<file path="src/rtl/fpu_pkg.sv">
// fpu_pkg: shared op codes, issue FSM states and request record sizing for the FPU front end.
package fpu_pkg;

    localparam logic [1:0] FPU_OP_ADD = 2'b00;
    localparam logic [1:0] FPU_OP_SUB = 2'b01;
    localparam logic [1:0] FPU_OP_MUL = 2'b10;
    localparam logic [1:0] FPU_OP_DIV = 2'b11;

    localparam logic [31:0] FPU_QNAN = 32'h7FC0_0000;

    // Request record is {op, a, b, tag}; add the caller's TAG_W to this.
    localparam int FPU_REQ_FIXED_W = 2 + 32 + 32;

    typedef enum logic [1:0] {
        IDLE,
        ISSUE,
        DONE
    } fsm_state_e;

endpackage

</file>
<file path="src/rtl/fpu_req_fifo.sv">
// fpu_req_fifo: synchronous request FIFO with wrap-bit pointers.
//   clk, rst         clock and synchronous active-high reset
//   push_i, data_i   write one record (ignored while full)
//   pop_i            drop the head record (ignored while empty)
//   data_o           head record
//   full_o, empty_o  occupancy status
module fpu_req_fifo #(
    parameter int DEPTH = 4,
    parameter int W     = 70
) (
    input  logic         clk,
    input  logic         rst,
    input  logic         push_i,
    input  logic         pop_i,
    input  logic [W-1:0] data_i,
    output logic [W-1:0] data_o,
    output logic         full_o,
    output logic         empty_o
);

    localparam int AW = $clog2(DEPTH);

    logic [W-1:0] mem_q [DEPTH];
    logic [AW:0]  wr_q, rd_q;
    logic         do_push, do_pop;

    // Same slot with opposite wrap bits means the writer has lapped the reader.
    assign full_o  = (wr_q[AW-1:0] == rd_q[AW-1:0]) && (wr_q[AW] != rd_q[AW]);
    assign empty_o = wr_q == rd_q;
    assign data_o  = mem_q[rd_q[AW-1:0]];
    assign do_push = push_i && !full_o;
    assign do_pop  = pop_i && !empty_o;

    always_ff @(posedge clk) begin
        if (do_push) mem_q[wr_q[AW-1:0]] <= data_i;
    end

    always_ff @(posedge clk) begin
        if (rst) begin
            wr_q <= '0;
            rd_q <= '0;
        end else begin
            if (do_push) wr_q <= wr_q + 1'b1;
            if (do_pop)  rd_q <= rd_q + 1'b1;
        end
    end

endmodule

</file>
<file path="src/rtl/fpu_top.sv">
// fpu_top: combinational single-precision arithmetic unit (multiply datapath).
//   op                 operation code; only multiply is implemented, others flag error
//   a, b               IEEE-754 single-precision operands
//   result             product, round-to-nearest-even, zero/denormal inputs read as zero
//   error              invalid operation (NaN input, inf x 0, unsupported op)
//   underflow          result too small, flushed to signed zero
//   overflow           result too large, saturated to signed infinity
module fpu_top
    import fpu_pkg::*;
(
    input  logic [1:0]  op,
    input  logic [31:0] a,
    input  logic [31:0] b,
    output logic [31:0] result,
    output logic        error,
    output logic        underflow,
    output logic        overflow
);

    logic              sign, unsupported;
    logic              a_zero, b_zero, a_inf, b_inf, a_nan, b_nan, rnd_up;
    logic [47:0]       prod, norm;
    logic [24:0]       mant_r;
    logic [22:0]       frac;
    logic signed [9:0] exp_n;

    always_comb begin
        unsupported = op inside {FPU_OP_ADD, FPU_OP_SUB, FPU_OP_DIV};
        sign        = a[31] ^ b[31];
        a_zero      = a[30:23] == 8'h00;
        b_zero      = b[30:23] == 8'h00;
        a_inf       = (a[30:23] == 8'hFF) && (a[22:0] == '0);
        b_inf       = (b[30:23] == 8'hFF) && (b[22:0] == '0);
        a_nan       = (a[30:23] == 8'hFF) && (a[22:0] != '0);
        b_nan       = (b[30:23] == 8'hFF) && (b[22:0] != '0);
        prod        = 48'({1'b1, a[22:0]}) * 48'({1'b1, b[22:0]});
        // Normalise so the leading one sits at bit 47 before rounding.
        norm        = prod[47] ? prod : {prod[46:0], 1'b0};
        rnd_up      = norm[23] && ((norm[22:0] != '0) || norm[24]);
        mant_r      = {1'b0, norm[47:24]} + 25'(rnd_up);
        frac        = mant_r[24] ? mant_r[23:1] : mant_r[22:0];
        exp_n       = $signed({2'b00, a[30:23]}) + $signed({2'b00, b[30:23]}) - 10'sd127
                    + $signed({9'd0, prod[47]}) + $signed({9'd0, mant_r[24]});
        result      = '0;
        error       = 1'b0;
        underflow   = 1'b0;
        overflow    = 1'b0;
        if (unsupported || a_nan || b_nan || (a_inf && b_zero) || (b_inf && a_zero)) begin
            error  = 1'b1;
            result = FPU_QNAN;
        end else if (a_inf || b_inf) begin
            result = {sign, 8'hFF, 23'd0};
        end else if (a_zero || b_zero) begin
            result = {sign, 31'd0};
        end else if (exp_n >= 10'sd255) begin
            overflow = 1'b1;
            result   = {sign, 8'hFF, 23'd0};
        end else if (exp_n <= 10'sd0) begin
            underflow = 1'b1;
            result    = {sign, 31'd0};
        end else begin
            result = {sign, exp_n[7:0], frac};
        end
    end

endmodule

</file>
<file path="src/rtl/fpu_issue_ctrl.sv">
// fpu_issue_ctrl: queues FPU requests, issues them one at a time to fpu_top and
// returns registered results with sticky exception status.
//   in_valid/in_ready/in_op/in_a/in_b/in_tag   request handshake and payload
//   out_valid/out_ready/out_result/out_tag     result handshake and payload
//   out_error/out_underflow/out_overflow       flags captured with the result
//   sticky_flags {error, overflow, underflow}  OR of all captured flags
//   sticky_clr                                 clears sticky_flags (a same-edge capture wins)
//   busy                                       work queued or in flight
module fpu_issue_ctrl
    import fpu_pkg::*;
#(
    parameter int FIFO_DEPTH = 4,
    parameter int TAG_W      = 4
) (
    input  logic             clk,
    input  logic             rst,
    input  logic             in_valid,
    output logic             in_ready,
    input  logic [1:0]       in_op,
    input  logic [31:0]      in_a,
    input  logic [31:0]      in_b,
    input  logic [TAG_W-1:0] in_tag,
    output logic             out_valid,
    input  logic             out_ready,
    output logic [31:0]      out_result,
    output logic [TAG_W-1:0] out_tag,
    output logic             out_error,
    output logic             out_underflow,
    output logic             out_overflow,
    output logic [2:0]       sticky_flags,
    input  logic             sticky_clr,
    output logic             busy
);

    localparam int REQ_W = FPU_REQ_FIXED_W + TAG_W;

    fsm_state_e       state_q, state_d;
    logic             fifo_full, fifo_empty, pop, capture;
    logic [REQ_W-1:0] head;
    logic [1:0]       op_q;
    logic [31:0]      a_q, b_q, res_q, fpu_res;
    logic [TAG_W-1:0] tag_q, otag_q;
    logic             valid_q, err_q, uf_q, of_q;
    logic             fpu_err, fpu_uf, fpu_of;
    logic [2:0]       sticky_q, flags_now;

    assign in_ready = !fifo_full;

    fpu_req_fifo #(
        .DEPTH (FIFO_DEPTH),
        .W     (REQ_W)
    ) u_fifo (
        .clk     (clk),
        .rst     (rst),
        .push_i  (in_valid && in_ready),
        .pop_i   (pop),
        .data_i  ({in_op, in_a, in_b, in_tag}),
        .data_o  (head),
        .full_o  (fifo_full),
        .empty_o (fifo_empty)
    );

    fpu_top u_fpu (
        .op        (op_q),
        .a         (a_q),
        .b         (b_q),
        .result    (fpu_res),
        .error     (fpu_err),
        .underflow (fpu_uf),
        .overflow  (fpu_of)
    );

    assign flags_now = {fpu_err, fpu_of, fpu_uf};

    always_comb begin
        state_d = state_q;
        pop     = 1'b0;
        capture = 1'b0;
        case (state_q)
            IDLE: begin
                pop     = !fifo_empty;
                state_d = fifo_empty ? IDLE : ISSUE;
            end
            ISSUE: begin
                capture = 1'b1;
                state_d = DONE;
            end
            DONE: begin
                pop     = out_ready && !fifo_empty;
                state_d = !out_ready ? DONE : (fifo_empty ? IDLE : ISSUE);
            end
            default: state_d = IDLE;
        endcase
    end

    always_ff @(posedge clk) begin
        if (rst) begin
            state_q  <= IDLE;
            op_q     <= '0;
            a_q      <= '0;
            b_q      <= '0;
            tag_q    <= '0;
            valid_q  <= 1'b0;
            res_q    <= '0;
            otag_q   <= '0;
            err_q    <= 1'b0;
            uf_q     <= 1'b0;
            of_q     <= 1'b0;
            sticky_q <= '0;
        end else begin
            state_q <= state_d;
            if (pop) {op_q, a_q, b_q, tag_q} <= head;
            if (capture) begin
                res_q  <= fpu_res;
                otag_q <= tag_q;
                err_q  <= fpu_err;
                uf_q   <= fpu_uf;
                of_q   <= fpu_of;
            end
            // Every delivered result drops valid, even when the next issue starts at once.
            valid_q  <= capture || (valid_q && !out_ready);
            sticky_q <= capture ? ((sticky_clr ? 3'b000 : sticky_q) | flags_now)
                                : (sticky_clr ? 3'b000 : sticky_q);
        end
    end

    assign out_valid     = valid_q;
    assign out_result    = res_q;
    assign out_tag       = otag_q;
    assign out_error     = err_q;
    assign out_underflow = uf_q;
    assign out_overflow  = of_q;
    assign sticky_flags  = sticky_q;
    assign busy          = !fifo_empty || (state_q != IDLE);

endmodule

</file>
<file path="config.mk">
export PLATFORM = sky130hd
export DESIGN_NAME = fpu_issue_ctrl
export DESIGN_NICKNAME = d
export VERILOG_FILES = /design/src/rtl/fpu_pkg.sv /design/src/rtl/fpu_req_fifo.sv /design/src/rtl/fpu_top.sv /design/src/rtl/fpu_issue_ctrl.sv
export SDC_FILE = /design/constraint.sdc
export NUM_CORES = 2
export LEC_CHECK = 0
export CAP_MARGIN = 20
export CORE_ASPECT_RATIO = 0.6
export CORE_MARGIN = 2
export CORE_UTILIZATION = 35
export DETAILED_ROUTE_END_ITERATION = 10
export PLACE_DENSITY = 0.49
export RECOVER_POWER = 50
export SYNTH_ARGS = -nofsm -noshare
export SYNTH_HDL_FRONTEND = slang
export SYNTH_SLANG_ARGS = --single-unit
</file>
<file path="constraint.sdc">
create_clock -name clk -period 16.9 [get_ports clk]
set_clock_uncertainty 0.05 [all_clocks]
set_input_delay 2.535 -clock clk [delete_from_list [all_inputs] [get_ports clk]]
set_output_delay 2.535 -clock clk [all_outputs]
set_load 0.005 [all_outputs]
</file>
# Word-level counts from Yosys, hierarchy flattened
# Memory sizes are Yosys's and may differ from the RTL's. A register that Yosys moved wholly into a read port is not among the register bits.
# Index checks and enable logic that the tools add are counted.
totals:
  reg_bits: 51
  mem_bits_rw: 280
  output_inout_bits: 45
  word_cells: 94
  n_memories: 1
mem_list:
  columns: ["memory", "depth", "width", "read_ports", "rd_ports_with_merged_regs", "write_ports", "line_no", "source"]
  rows:
  - ["u_fifo.mem_q", 4, 70, 1, 1, 1, "fpu_req_fifo.sv:23", "logic [W-1:0] mem_q [DEPTH];"]
op_classes:
  add_sub_neg: 7
  mul: 1
  n_lt_le_gt_ge: 2
  eq_ne: 9
  mux: 26
  bitwise_logic: 2
  reduce_logical: 36
op_table:
  columns: ["cell", "n"]
  rows:
  - ["$mux 31", 4]
  - ["$reduce_bool 23->1", 3]
  - ["$mul 24x24->48", 1]
  - ["$mux 48", 1]
  - ["$logic_not 23->1", 2]
  - ["$mux 32", 1]
  - ["$add 24x1->25", 1]
  - ["$mux 23", 1]
  - ["$add 10x2->10", 2]
  - ["$eq 8x8->1 const B", 2]
  - ["$logic_not 8->1", 2]
  - ["$mux 1", 14]
  - ["$logic_and 1x1->1", 13]
  - ["$ge 10x9->1 const B", 1]
  - ["$le 10x1->1 const B", 1]
  - ["$sub 10x8->10 const B", 1]
  - ["$add 8x8->9", 1]
  - ["$logic_or 1x1->1", 9]
  - ["$add 3x1->3 const B", 2]
  - ["$mux 3", 2]
  - ["$pmux 2 s3", 1]
  - ["$eq 2x1->1 const B", 2]
  - ["$eq 2x2->1 const B", 2]
  - ["$logic_not 2->1", 2]
  - ["10 further kinds", 12]

# Depth between registers and ports, before layout
logic_depth:
  ltp_word: 15
  mapped_depth: 51
  depth_no_buf: 45

# Hierarchy
# From an unflattened synthesis, not the netlist that was laid out.
hier_totals:
  cells_unflattened: 3559
  hier_area_um2: 37614.8
modules_own_cells:
  columns: ["module", "n_inst", "cells_per_inst", "area_each_um2"]
  rows:
  - ["fpu_top", 1, 2627, 22113.7]
  - ["fpu_req_fifo", 1, 434, 10635.2]
  - ["fpu_issue_ctrl", 1, 498, 4865.9]

# Least setup slack after synthesis
# OpenSTA, ideal clock, no wires.
synth_timing:
  path_kind: "reg2reg"
  from: "register b_q[3], read port of u_fifo.mem_q"
  to: "register res_q[15], in the netlist out_result[15]"
  setup_time_ps: 117
  arrival_time_ps: 11772
  required_ps: 16733
  slack_ps: 4961
  path_stages_with_launch: 52
  n_path_buf: 6
  period_less_slack_ps: 11939
  path_cell_list: "dfxtp_1 > clkbuf_1 > clkbuf_1 > nand2_1 > fa_1 > inv_1 > fa_1 > inv_1 > fa_1 > inv_1 > fa_1 > inv_1 > fa_1 > inv_1 > fa_1 > inv_1 > fa_1 > inv_1 > [16 not listed] > nand2_1 > nor4_1 > nand2_1 > nor3b_4 > ha_1 > inv_1 > fa_1 > xnor2_1 > or3b_2 > o21ai_0 > a21oi_1 > a2111oi_0 > o2bb2ai_1 > and3_1 > nand2b_1 > or2_2 > a21oi_1 > a22o_1"
synth_via:
  elab_chain_len: 13
  word_cells_on_any_way: 25
synth_lines:
  columns: ["element", "line_no", "source"]
  rows:
  - ["start: declaration", "fpu_issue_ctrl.sv:41", "logic [31:0] a_q, b_q, res_q, fpu_res;"]
  - ["$mul 24x24->48", "fpu_top.sv:36", "prod = 48'({1'b1, a[22:0]}) * 48'({1'b1, b[22:0]});"]
  - ["$mux 48", "fpu_top.sv:38", "norm = prod[47] ? prod : {prod[46:0], 1'b0};"]
  - ["$reduce_bool 23->1", "fpu_top.sv:39", "rnd_up = norm[23] && ((norm[22:0] != '0) || norm[24]);"]
  - ["$logic_or 1x1->1", "fpu_top.sv:39", null]
  - ["$logic_and 1x1->1", "fpu_top.sv:39", null]
  - ["$add 24x1->25", "fpu_top.sv:40", "mant_r = {1'b0, norm[47:24]} + 25'(rnd_up);"]
  - ["$add 10x2->10", "fpu_top.sv:43", "+ $signed({9'd0, prod[47]}) + $signed({9'd0, mant_r[24]});"]
  - ["$le 10x1->1", "fpu_top.sv:58", "end else if (exp_n <= 10'sd0) begin"]
  - ["$mux 31", "fpu_top.sv:58", null]
  - ["$mux 31", "fpu_top.sv:55", "end else if (exp_n >= 10'sd255) begin"]
  - ["$mux 31", "fpu_top.sv:53", "end else if (a_zero || b_zero) begin"]
  - ["$mux 31", "fpu_top.sv:51", "end else if (a_inf || b_inf) begin"]
  - ["$mux 32 (*)", "fpu_top.sv:48", "if (unsupported || a_nan || b_nan || (a_inf && b_zero) || (b_inf && a_zero)) begin"]
  - ["end signal: assignment", "fpu_issue_ctrl.sv:114", "res_q <= fpu_res;"]
  - ["end: declaration", "fpu_issue_ctrl.sv:41", null]
# Mark *: on every way between the ends. The rest lies on a longest branch, timed or not.
# A chain may end at the register's enable or synchronous reset.

# Final worst setup path
layout_timing:
  from: "register b_q[17], read port of u_fifo.mem_q"
  to: "register res_q[6], in the netlist out_result[6]"
# The elaborated chain is that of the path after synthesis.

==> flow_summary.yaml <==
run_status:
  status: "complete, but fails checks"
  failed_checks: "capacitance limit, slew limit"
job:
  drv_cap: 5
detailed_routing:
  drc: 0
  wire_per_inst_um: 22.0
  wirelength_um: 110000
  dr.pass1.iters: 6
  vias: 25272
  ant_nets: 0
  vias_per_cell: 5.03
  drtIter0Drc: 2154
floorplan:
  ios: 120
  die_h_um: 254
  start_util_pct: 35.3
  chipWidth_um: 420
  core-area_um2: 103000
  dieArea_um2: 106000
  num_rows: 91
clock_network:
  insertion_delay_ns: 0.59
  cts_tree: "yes"
  cts.path.max_buffers: 3
  cts-root-buf: "clkbuf_16"
  cts_sinks: 401
  htreeDepth: 2
  cts_buffers: 38
  hold_buffers: 0
  ctsResizeCount: 0
  clkTransAtPathRegs_ns: 0.07
  postCtsSetupBuffers: 0
timing:
  finalSetupTns_ns: 0
  tightest_slew_ns: 3.59
  rsz0062_at_grt: "no"
  worst_slew_margin_rel_pct: -140
  min_period_over_period_pct: 81.3
  fmax_mhz: 72.8
  slew_violations: 208
  finalHoldViolations: 0
  setup_viol: 0
  min_period_ns: 13.73
worst_setup_path:
  crit_top_cell: "fa_1"
  max_stage_delay_ns: 0.94
  worst_path_max_delay_cell: "clkbuf_1"
  reg2reg_setup_slack_ns: 3.17
  r2r_end: "out_result[6]$_SDFFE_PP0P_"
  cp_data_required_time_ns: 17.30
  worstSetupStartpoint: "b_q[17]$_SDFFE_PP0P_"
  rr_startpoint: "b_q[17]$_SDFFE_PP0P_"
  worstPathMaxFanout: 30
  worst_ep_arrival_time_ns: 14.13
  crit_path_end_kind: "register"
  crit_end: "out_result[6]$_SDFFE_PP0P_"
  startpoint_type: "register"
  critPathKind: "register to register"
  reg2reg_depth: 44
cells_and_area:
  drive_gt1_share_pct: 6.07
  final_area_um2: 40300
  fin_nets: 4348
  syn_to_final_growth_pct: 10.9
global_route:
  overflow: 0
  grtUsageTotal_pct: 21.4
  antenna_found_initial: 1
  grt_pass1_vias: 26380
  grt_max_degree: 73
  grt_pass1_wl_um: 171000
synthesis:
  synthDistinctLibCells: 85
  synthArstFlopShare_pct: 0
  syn_inst: 3561
  synth_edf_count: 280
  syn-mean-instance-area_um2: 10.2
  synthFlopType: "edfxtp_1"
  syn_nets: 4312
  synth_seq_cells: 401
  yosys_warnings: 0
  syn_area_um2: 36300
  ys_seq_area_share_pct: 29.8
placed_design:
  portBuffers: 119
  postPlaceCellArea_um2: 39000
  hpwl_um: 84700
  place.gp.congestion: 0.918
hold_path:
  worstHoldStart: "tag_q[2]$_SDFFE_PP0P_"
  worstHoldPathType: "register to register"
[routing by layer]
metal  track usage (%)  part of all wire [%]  vias to the layer above
li1                  -                     -                    11630
met1              34.2                    52                    12807
met2              27.2                    37                      752
met3              8.12                    11                       83
met4              2.71                   1.1                        0
met5                 0                     0                        -
[registers in the layout, summed over array words and instances (netlist names)]
register and cells:
tag_q 4, b_q 32, u_fifo.wr_q 3, out_valid 1
u_fifo.rd_q 3, out_underflow 1, sticky_flags 3, out_result 32
state_q 2, out_overflow 1, out_error 1, out_tag 4
u_fifo.mem_q 280, op_q 2, a_q 32
[critical path: cells and delay by family, from the launching register on]
family                   cells  cell delay, ns
adder cells (fa/ha/maj)     11            5.08
AND/OR/NAND/NOR             16            4.11
AO/OA/AOI/OAI                7            1.83
buffers and inverters        9            1.67
flip-flops                   1            0.64
XOR/XNOR                     1            0.19
[per-stage QoR]
stage	instances	util, %	setup WS [ns]	hold WS [ns]
2_1_floorplan	3561	-	4.96	0.382
3_3_place_gp	4952	38.0	4.02	0.390
3_5_place_dp	4952	38.0	3.72	0.397
4_1_cts	5022	39.2	3.67	0.406
5_1_grt	5022	39.2	2.24	0.428
6_report	5024	39.2	3.17	0.406
[cell families after synthesis]
kind of cell	count (synthesis)	share of synthesized area (%)
XOR/XNOR	72	1.76
multiplexers	83	4.70
flip-flops	401	29.8
AO/OA/AOI/OAI	409	7.17
buffers and inverters	792	8.25
AND/OR/NAND/NOR	1128	15.0
adder cells (fa/ha/maj)	676	33.3
[synthesized netlist by cell type (6+ instances only)]
master / instances / area share, %
nor4_1: 26 / 0.45
or4_1: 11 / 0.23
clkbuf_1: 166 / 1.7
nand4_1: 34 / 0.59
and2_1: 250 / 4.3
or2_2: 8 / 0.14
a31oi_1: 15 / 0.26
nor3_1: 49 / 0.68
inv_1: 606 / 6.3
and4_1: 8 / 0.19
ha_1: 192 / 6.6
o21a_1: 15 / 0.31
buf_1: 8 / 0.083
a211o_1: 8 / 0.19
a21oi_1: 171 / 2.4
o31ai_1: 8 / 0.17
or3_1: 10 / 0.17
a22oi_1: 6 / 0.12
mux4_2: 70 / 4.3
o21ai_0: 60 / 0.83
fa_1: 484 / 27
nor2b_1: 9 / 0.15
xor2_1: 29 / 0.70
nand2b_1: 18 / 0.31
a21o_1: 9 / 0.19
nand2_1: 518 / 5.4
o21bai_1: 7 / 0.14
nor2_1: 129 / 1.3
mux2i_1: 11 / 0.30
nand3_1: 24 / 0.33
xnor2_1: 42 / 1.0
dfxtp_1: 121 / 6.7
and3_1: 10 / 0.17
a21boi_0: 6 / 0.12
a211oi_1: 13 / 0.27
o211ai_1: 22 / 0.45
edfxtp_1: 280 / 23
[layout make-up]
| cell class | instances | area [um2] |
|---|---|---|
| inverters | 609 | 2290 |
| repair buffers | 179 | 1630 |
| well taps | 1395 | 1750 |
| clock buffers | 47 | 1000 |
| fillers | 10122 | 62500 |
| flip-flops and latches | 401 | 10800 |
| multi-input cells | 2368 | 22500 |
| diodes | 2 | 5.00 |
| clock inverters | 23 | 279 |
[layout by cell type (no fill, tap or decap), drive strengths merged, types with 23 or more instances in the layout]
| cell type | count |
|---|---|
| nand3 | 24 |
| mux4 | 70 |
| buf | 58 |
| nand2 | 520 |
| inv | 610 |
| edfxtp | 280 |
| a21oi | 171 |
| ha | 192 |
| nor3 | 49 |
| o211ai | 23 |
| and2 | 252 |
| clkbuf | 50 |
| fa | 484 |
| xnor2 | 43 |
| xor2 | 29 |
| nor4 | 27 |
| nand4 | 36 |
| dfxtp | 121 |
| clkdlybuf4s50 | 47 |
| nor2 | 129 |
| o21ai | 65 |
| dlygate4sd3 | 71 |
[worst min path at each step]
| stage | endpoint | cells past startpoint |
|---|---|---|
| 4_1_cts | out_tag[0]$_SDFFE_PP0P_ | 2 |
| 3_5_place_dp | out_tag[0]$_SDFFE_PP0P_ | 2 |
| 6_report | out_tag[2]$_SDFFE_PP0P_ | 2 |
| 5_1_grt | out_tag[3]$_SDFFE_PP0P_ | 2 |
| 3_3_place_gp | out_tag[0]$_SDFFE_PP0P_ | 2 |
| 2_1_floorplan | out_tag[0]$_SDFFE_PP0P_ | 2 |
Power is left out: the tool's default activity adds up to more than one toggle a clock period on the data nets, which glitch-free logic cannot reach.
